===== src/rtl/fpga_top_pkg.sv =====
// Shared widths for the LED/button bring-up top.
// FPGA_TOP_HEARTBEAT_EN narrows the press counter to make room for the heartbeat LED.
package fpga_top_pkg;
    localparam int LED_W    = 16;
`ifdef FPGA_TOP_HEARTBEAT_EN
    localparam int CNT_W    = 14;
`else
    localparam int CNT_W    = 15;
`endif
    localparam int DB_CNT_W = 24;
endpackage


===== src/rtl/fpga_top_btn_debounce.sv =====
// Two-flop synchronizer plus stable-level debouncer for one push-button.
module btn_debounce
    import fpga_top_pkg::*;
#(
    parameter int DEBOUNCE_CYCLES = 1000000
) (
    input  logic CLK,
    input  logic RST,
    input  logic btn_raw,
    output logic btn_db
);
    localparam logic [DB_CNT_W-1:0] LIMIT = DB_CNT_W'(DEBOUNCE_CYCLES);

    logic [1:0]          sync;
    logic [DB_CNT_W-1:0] cnt;
    logic [DB_CNT_W-1:0] cnt_nxt;

    assign cnt_nxt = cnt + DB_CNT_W'(1);

    // sync[1] is the CLK-domain button; the counter tracks how long it has disagreed with btn_db
    always_ff @(posedge CLK) begin
        if (RST) begin
            sync   <= '0;
            cnt    <= '0;
            btn_db <= 1'b0;
        end else begin
            sync <= {sync[0], btn_raw};
            if (sync[1] == btn_db) begin
                cnt <= '0;
            end else if (cnt_nxt == LIMIT) begin
                btn_db <= sync[1];
                cnt    <= '0;
            end else begin
                cnt <= cnt_nxt;
            end
        end
    end
endmodule


===== src/rtl/fpga_top.sv =====
// Board top: debounced button on LED[15], press count on the lower LEDs.
// FPGA_TOP_HEARTBEAT_EN adds a heartbeat on LED[14] and a 14-bit counter.
module fpga_top
    import fpga_top_pkg::*;
#(
    parameter int DEBOUNCE_CYCLES = 1000000,
    parameter int HEARTBEAT_DIV   = 50000000
) (
    input  logic             CLK,
    input  logic             RST,
    input  logic             BTN_CTRL,
    output logic [LED_W-1:0] LED
);
    if (DEBOUNCE_CYCLES < 1 || DEBOUNCE_CYCLES > 24'hFFFFFF || HEARTBEAT_DIV < 1) begin : g_bad_param
        $error("fpga_top: DEBOUNCE_CYCLES or HEARTBEAT_DIV out of range");
    end

    logic             btn_db;
    logic             db_q;
    logic             press;
    logic [CNT_W-1:0] press_cnt;

    btn_debounce #(.DEBOUNCE_CYCLES(DEBOUNCE_CYCLES)) u_db (
        .CLK    (CLK),
        .RST    (RST),
        .btn_raw(BTN_CTRL),
        .btn_db (btn_db)
    );

    assign press = btn_db & ~db_q;

    always_ff @(posedge CLK) begin
        if (RST) begin
            db_q      <= 1'b0;
            press_cnt <= '0;
        end else begin
            db_q <= btn_db;
            if (press) press_cnt <= press_cnt + CNT_W'(1);
        end
    end

`ifdef FPGA_TOP_HEARTBEAT_EN
    localparam logic [31:0] HB_LAST = 32'(HEARTBEAT_DIV - 1);

    logic [31:0] hb_cnt;
    logic        hb;

    always_ff @(posedge CLK) begin
        if (RST) begin
            hb_cnt <= '0;
            hb     <= 1'b0;
        end else if (hb_cnt == HB_LAST) begin
            hb_cnt <= '0;
            hb     <= ~hb;
        end else begin
            hb_cnt <= hb_cnt + 32'd1;
        end
    end

    assign LED = {btn_db, hb, press_cnt};
`else
    assign LED = {btn_db, press_cnt};
`endif
endmodule


===== config.mk =====
export PLATFORM = sky130hd
export DESIGN_NAME = fpga_top
export DESIGN_NICKNAME = d
export VERILOG_FILES = /design/src/rtl/fpga_top_pkg.sv /design/src/rtl/fpga_top_btn_debounce.sv /design/src/rtl/fpga_top.sv
export SDC_FILE = /design/constraint.sdc
export NUM_CORES = 1
export LEC_CHECK = 0
export CAP_MARGIN = 15
export CORE_ASPECT_RATIO = 2
export CORE_MARGIN = 5
export CORE_UTILIZATION = 40
export CTS_CLUSTER_DIAMETER = 80
export CTS_CLUSTER_SIZE = 16
export DETAILED_ROUTE_END_ITERATION = 6
export SETUP_SLACK_MARGIN = 0.02
export SLEW_MARGIN = 15
export SYNTH_ARGS = -nofsm -noshare
export SYNTH_HDL_FRONTEND = slang
export SYNTH_SLANG_ARGS = --single-unit

===== constraint.sdc =====
create_clock -name CLK -period 2.9 [get_ports CLK]
set_clock_uncertainty 0.2 [all_clocks]
set_input_delay 0.29 -clock CLK [delete_from_list [all_inputs] [get_ports CLK]]
set_output_delay 0.29 -clock CLK [all_outputs]
set_load 0.02 [all_outputs]

==> impl_metrics.ini, run 1 <==
[die]
fp.coreArea_um2 = 5140
die_h_um = 113
chipWidth_um = 61.4
fp.dieArea_um2 = 6940
initial_core_util_pct = 41.2
pin_count = 19
num_rows = 37

[logic_synthesis]
ys.flop_type = dfxtp_1
syn_area_um2 = 2120
post_synth.cell_area_avg_um2 = 8.90
synth-seq-cells = 43
synth_edf_count = 0
synth_nets = 244
synth_cell_types = 46
netlist_instances = 238
async_flop_share_pct = 0
yosysSeqAreaShare_pct = 40.7
yosysWarnings = 0

[clock_tree]
clkSinkCount = 43
clockBufferDepth = 2
cts_hold_buf = 0
insertion_delay_ns = 0.30
cts_resized = 0
cts_made_buffers = 5
cts_tree = built
h-tree-depth = 2
post-cts-setup-buffers = 0
cts.clk_slew.worst_paths_ns = 0.08
cts_root_buffer = clkbuf_8

[sta]
rsz0062_at_grt = no
setup_viol = 0
tightest_slew_ns = 0.364
fmax_mhz = 390
slew_violations = 0
hold_viol = 0
period_minus_slack_ns = 2.57
fin_crit_sh_pct = 88.5
fin_setup_tns_ns = 0
maxSlewHeadroom_pct = 75.1
fin_hold_ws_ns = 0.252

[power]
p_leak_nw = 0.877
finalPower_mw = 0.983
p_per_area_nw_per_um2 = 401
peakVddDrop_v = 0.000285

[setup_path]
path_max_fanout = 5
worstPathArrival_ns = 2.55
cp-start-kind = register
critPathKind = reg -> reg
cp.required_ns = 2.88
cp-end-kind = register

[run_status]
status = finished clean

[global_route]
grt_pass1_wl_mm = 8.01
grt-ovfl-total = 0
grtUsageTotal_pct = 15.7
grt_pass1_vias = 1738
grt_max_degree = 20
antenna_found_initial = 0

[cells_and_area]
num_antenna_cells = 0
fin_nets = 267
synthToLayoutAreaGrowth_pct = 15.9
postLayoutCellArea_um2 = 2450
drive_gt1_share_pct = 11.5

[route]
initialDrtViolationCount = 64
first_pass_iters = 4
wl_per_cell_um = 14.8
routed_wl_mm = 4.75
drc = 0
detail_route.vias_per_cell = 5.40
vias = 1727
ant_nets = 0

[placement]
globalplace.congestion = 0.827
place_hpwl_mm = 3.64
placedInstanceArea_um2 = 2370
port_buffers = 18

[hold_path]
hp-class = reg -> reg

[run]
maxCapViolations = 0
==> through the flow <==
stage	instances	setup slack (ns)	utilization, %
final	320	0.334	47.7
after global routing	320	0.146	47.7
after CTS	320	0.317	47.7
after detailed placement	312	0.334	46.1
after global placement	312	0.352	46.1
after floorplan	238	0.387	-
==> registers in the layout (all words and copies together), names as in the netlist <==
name,cells
db_q,1
press_cnt,15
u_db.btn_db,1
u_db.cnt,24
u_db.sync,2
==> critical path, cell delays in order, from the launching register on <==
cell and delay (ns):
dfxtp_1 0.34, ha_1 0.25, and4_4 0.28, nand4_1 0.17, mux2i_1 0.21, a221oi_2 0.32
nand4_2 0.15, o21bai_2 0.29, buf_4 0.20, nor2_1 0.04
==> cell type report <==
cell class	count	area [um^2]
Timing Repair Buffer	25	233
Tap cell	58	72.6
Multi-Input combinational cell	184	1190
Clock inverter	2	12.5
Inverter	2	7.51
Clock buffer	6	72.6
Sequential cell	43	861
Fill cell	511	2690
==> cell usage in the layout, fill, tap and decap left out, drive strengths merged, types with 8 or more instances in the layout <==
master,count
dfxtp,43
xor2,22
nand3,17
xnor2,11
nand4,11
a21oi,8
and3,14
nand2,14
nor2,39
clkdlybuf4s50,18
==> per-layer routing <==
| metal | global-route usage, % | part of all wire, % | vias to the layer above |
|---|---|---|---|
| li1 | - | - | 869 |
| met1 | 14.9 | 36 | 800 |
| met2 | 26.9 | 54 | 35 |
| met3 | 3.42 | 3.2 | 23 |
| met4 | 12.5 | 6.8 | 0 |
| met5 | 0 | 0 | - |
==> final timing paths <==
check                                  start  cells past startpoint  slack, ns            to
worst max-delay path             u_db.cnt[0]                      9       0.33   u_db.cnt[9]
worst min register to register  u_db.sync[0]                      1       0.25  u_db.sync[1]
worst max register to register   u_db.cnt[0]                      9       0.33   u_db.cnt[9]
worst min-delay path            u_db.sync[0]                      1       0.25  u_db.sync[1]
==> cells by family after synthesis <==
logic type,Yosys count,share of synthesized area (%)
flip-flops,43,40.7
XOR/XNOR,33,13.7
buffers and inverters,11,2.90
multiplexers,4,1.95
AO/OA/AOI/OAI,24,7.62
adder cells (fa/ha/maj),3,1.77
AND/OR/NAND/NOR,120,31.4
==> synthesized netlist by cell type (4+ instances only) <==
library cell   n  area (um^2)
dfxtp_1       43          861
nor2_1        38          143
xor2_1        22          193
nand3_1       15         75.1
nand2_1       14         52.6
and3_1        13         81.3
xnor2_1       11         96.3
nand4_1        9         56.3
a21oi_1        8         40.0
o21ai_0        7         35.0
nor2b_1        6         37.5
clkbuf_1       4         15.0
or3_1          4         25.0
==> report_power, final <==
part / internal, mW / switching [mW]
registers: 0.591 / 0.000741
clock network: 0.168 / 0.207
logic: 0.00658 / 0.00899
Power figures use the tool's default switching activity.
==> run 2, diff against run 1 <==
--- a/config.mk
+++ b/config.mk
@@ -5,6 +5,7 @@
 export SDC_FILE = /design/constraint.sdc
 export NUM_CORES = 1
 export LEC_CHECK = 0
+export ABC_CLOCK_PERIOD_IN_PS = 2900
 export CAP_MARGIN = 15
 export CORE_ASPECT_RATIO = 2
 export CORE_MARGIN = 5
==> results of run 2 <==
No change in the layout: final DEF, timing and power equal those of run 1.
==> run 3, diff against run 2 <==
--- a/config.mk
+++ b/config.mk
@@ -9,7 +9,7 @@
 export CAP_MARGIN = 15
 export CORE_ASPECT_RATIO = 2
 export CORE_MARGIN = 5
-export CORE_UTILIZATION = 40
+export CORE_UTILIZATION = 25
 export CTS_CLUSTER_DIAMETER = 80
 export CTS_CLUSTER_SIZE = 16
 export DETAILED_ROUTE_END_ITERATION = 6
==> run 3 against run 2 <==
Non-clock buffer count unchanged; critical endpoint is now u_db.btn_db; clock power grew 45%; cell area up 4.6%; combinational power hardly changed; sequential power barely moved; clock-buffer cell count is the same; via count increased by 2.7%; cell count rose by 13%.
==> impl_metrics.ini, run 3 (same netlist as run 1, synthesis figures left out) <==
[sta]
maxSlewHeadroom_pct = 66.9
hold_viol = 0
fin_crit_sh_pct = 92.2
tightest_slew_ns = 0.484
setup_viol = 0
rsz0062_at_grt = yes
layout_setup_ws_ns = 0.225
fmax_mhz = 374
fin_setup_tns_ns = 0
slew_violations = 0
fin_hold_ws_ns = 0.253
period_minus_slack_ns = 2.68

[clock_tree]
insertion_delay_ns = 0.28
cts_root_buffer = clkbuf_16
clockBufferDepth = 2
h-tree-depth = 2
cts_hold_buf = 0
cts.clk_slew.worst_paths_ns = 0.06
cts_made_buffers = 5
clkSinkCount = 43
cts_tree = built

[cells_and_area]
drive_gt1_share_pct = 11.5
fin_nets = 267
mostFrequentLayoutCells = 43 x dfxtp_1, 38 x nor2_1, 22 x xor2_1, 18 x clkdlybuf4s50_1, 15 x nand3_1
final_core_util_pct = 31.0
layout_commonest_cell = dfxtp_1
top_regs = u_db.cnt x24, press_cnt x15, u_db.sync x2
postLayoutCellArea_um2 = 2570
fin_cells = 360
top_register = u_db.cnt
n_fill_cell = 866
largest_register_ffs = 24
synthToLayoutAreaGrowth_pct = 21.3
num_antenna_cells = 0
multi_input_area_um2 = 1200
seqCellArea_um2 = 861

[die]
fp.dieArea_um2 = 10500
initial_core_util_pct = 25.5
chipWidth_um = 75.1
die_h_um = 140
num_rows = 47
pin_count = 19
fp.coreArea_um2 = 8290

[setup_path]
cp.required_ns = 2.93
startpoint = u_db.cnt[0]
cp-end-kind = register
cp_top_family = simple AND/OR/NAND/NOR gates
cp_slowest_stage_delay_ns = 0.54
path_max_fanout = 5
crit_buf_inv = 0
critPathKind = reg -> reg
rr_startpoint = u_db.cnt[0]
critPathSlowestCell = or4b_1
cp-start-kind = register
worstPathArrival_ns = 2.71
cp_cell_sequence = ha_1 -> nand3_1 -> xnor2_1 -> a2bb2oi_1 -> a2111oi_0 -> nand4_1 -> or4b_1 -> nand2_1

[global_route]
grt_pass1_wl_mm = 7.98
grt-ovfl-total = 0
antenna_found_initial = 0
grt_pass1_vias = 1710
grtUsageTotal_pct = 9.89
grt_max_degree = 21

[run]
maxCapViolations = 0

[power]
combinationalPowerShare_pct = 1.4
p_per_area_nw_per_um2 = 448
p_leak_nw = 0.907
p_int_mw = 0.916
peakVddDrop_v = 0.000201
power_switching_mw = 0.235
clockPowerShare_pct = 47.1
switching_share_pct = 20.4
finalPower_mw = 1.15
seqPwrFrac_pct = 51.5

[placement]
globalplace.congestion = 0.779
place_inst = 352
placedInstanceArea_um2 = 2420
port_buffers = 18
pre_cts_ws_ns = 0.283
place_hpwl_mm = 3.62

[route]
drc = 0
initialDrtViolationCount = 55
ant_nets = 0
detail_route.vias_per_cell = 4.93
first_pass_iters = 4
routed_wl_mm = 4.75
wl_per_cell_um = 13.2
vias = 1774

[hold_path]
hp-start = u_db.sync[0]
hp-class = reg -> reg

[run_status]
status = finished clean
-- run 3: layout make-up --
| class | instances | share of cell area (%) |
|---|---|---|
| Multi-Input combinational cell | 184 | 46.8 |
| Sequential cell | 43 | 33.5 |
| Timing Repair Buffer | 25 | 9.06 |
| Clock buffer | 6 | 5.02 |
| Tap cell | 98 | 4.78 |
| Clock inverter | 2 | 0.487 |
| Inverter | 2 | 0.292 |
-- run 3: per-layer routing --
metal | GRT usage [%] | vias up | part of all wire (%)
met5 | 0 | - | 0
met4 | 6.75 | 0 | 4.2
met3 | 1.87 | 11 | 4.5
met2 | 17.8 | 44 | 56
met1 | 9.51 | 847 | 35
li1 | - | 872 | -
-- run 3: power groups by stage --
stage	Sequential (mW)	Combinational [mW]	Clock (mW)
3_3_place_gp	0.606	0.0157	0
5_1_grt	0.593	0.0174	0.592
2_1_floorplan	0.606	0.00777	0
4_1_cts	0.593	0.0158	0.572
3_5_place_dp	0.606	0.0157	0
6_report	0.593	0.0157	0.542
-- run 3: what timing repair did --
item	in CTS	in global routing
resized for setup	0	1
endpoints found under the setup margin	0	1
setup buffers	0	0
-- run 3: path summary, 6_finish.rpt --
kind,slack (ns),depth (start not counted),endpoint
worst max-delay path,0.22,8,u_db.btn_db
worst min-delay path,0.25,1,u_db.sync[1]
worst max register to register,0.22,8,u_db.btn_db
worst min register to register,0.25,1,u_db.sync[1]
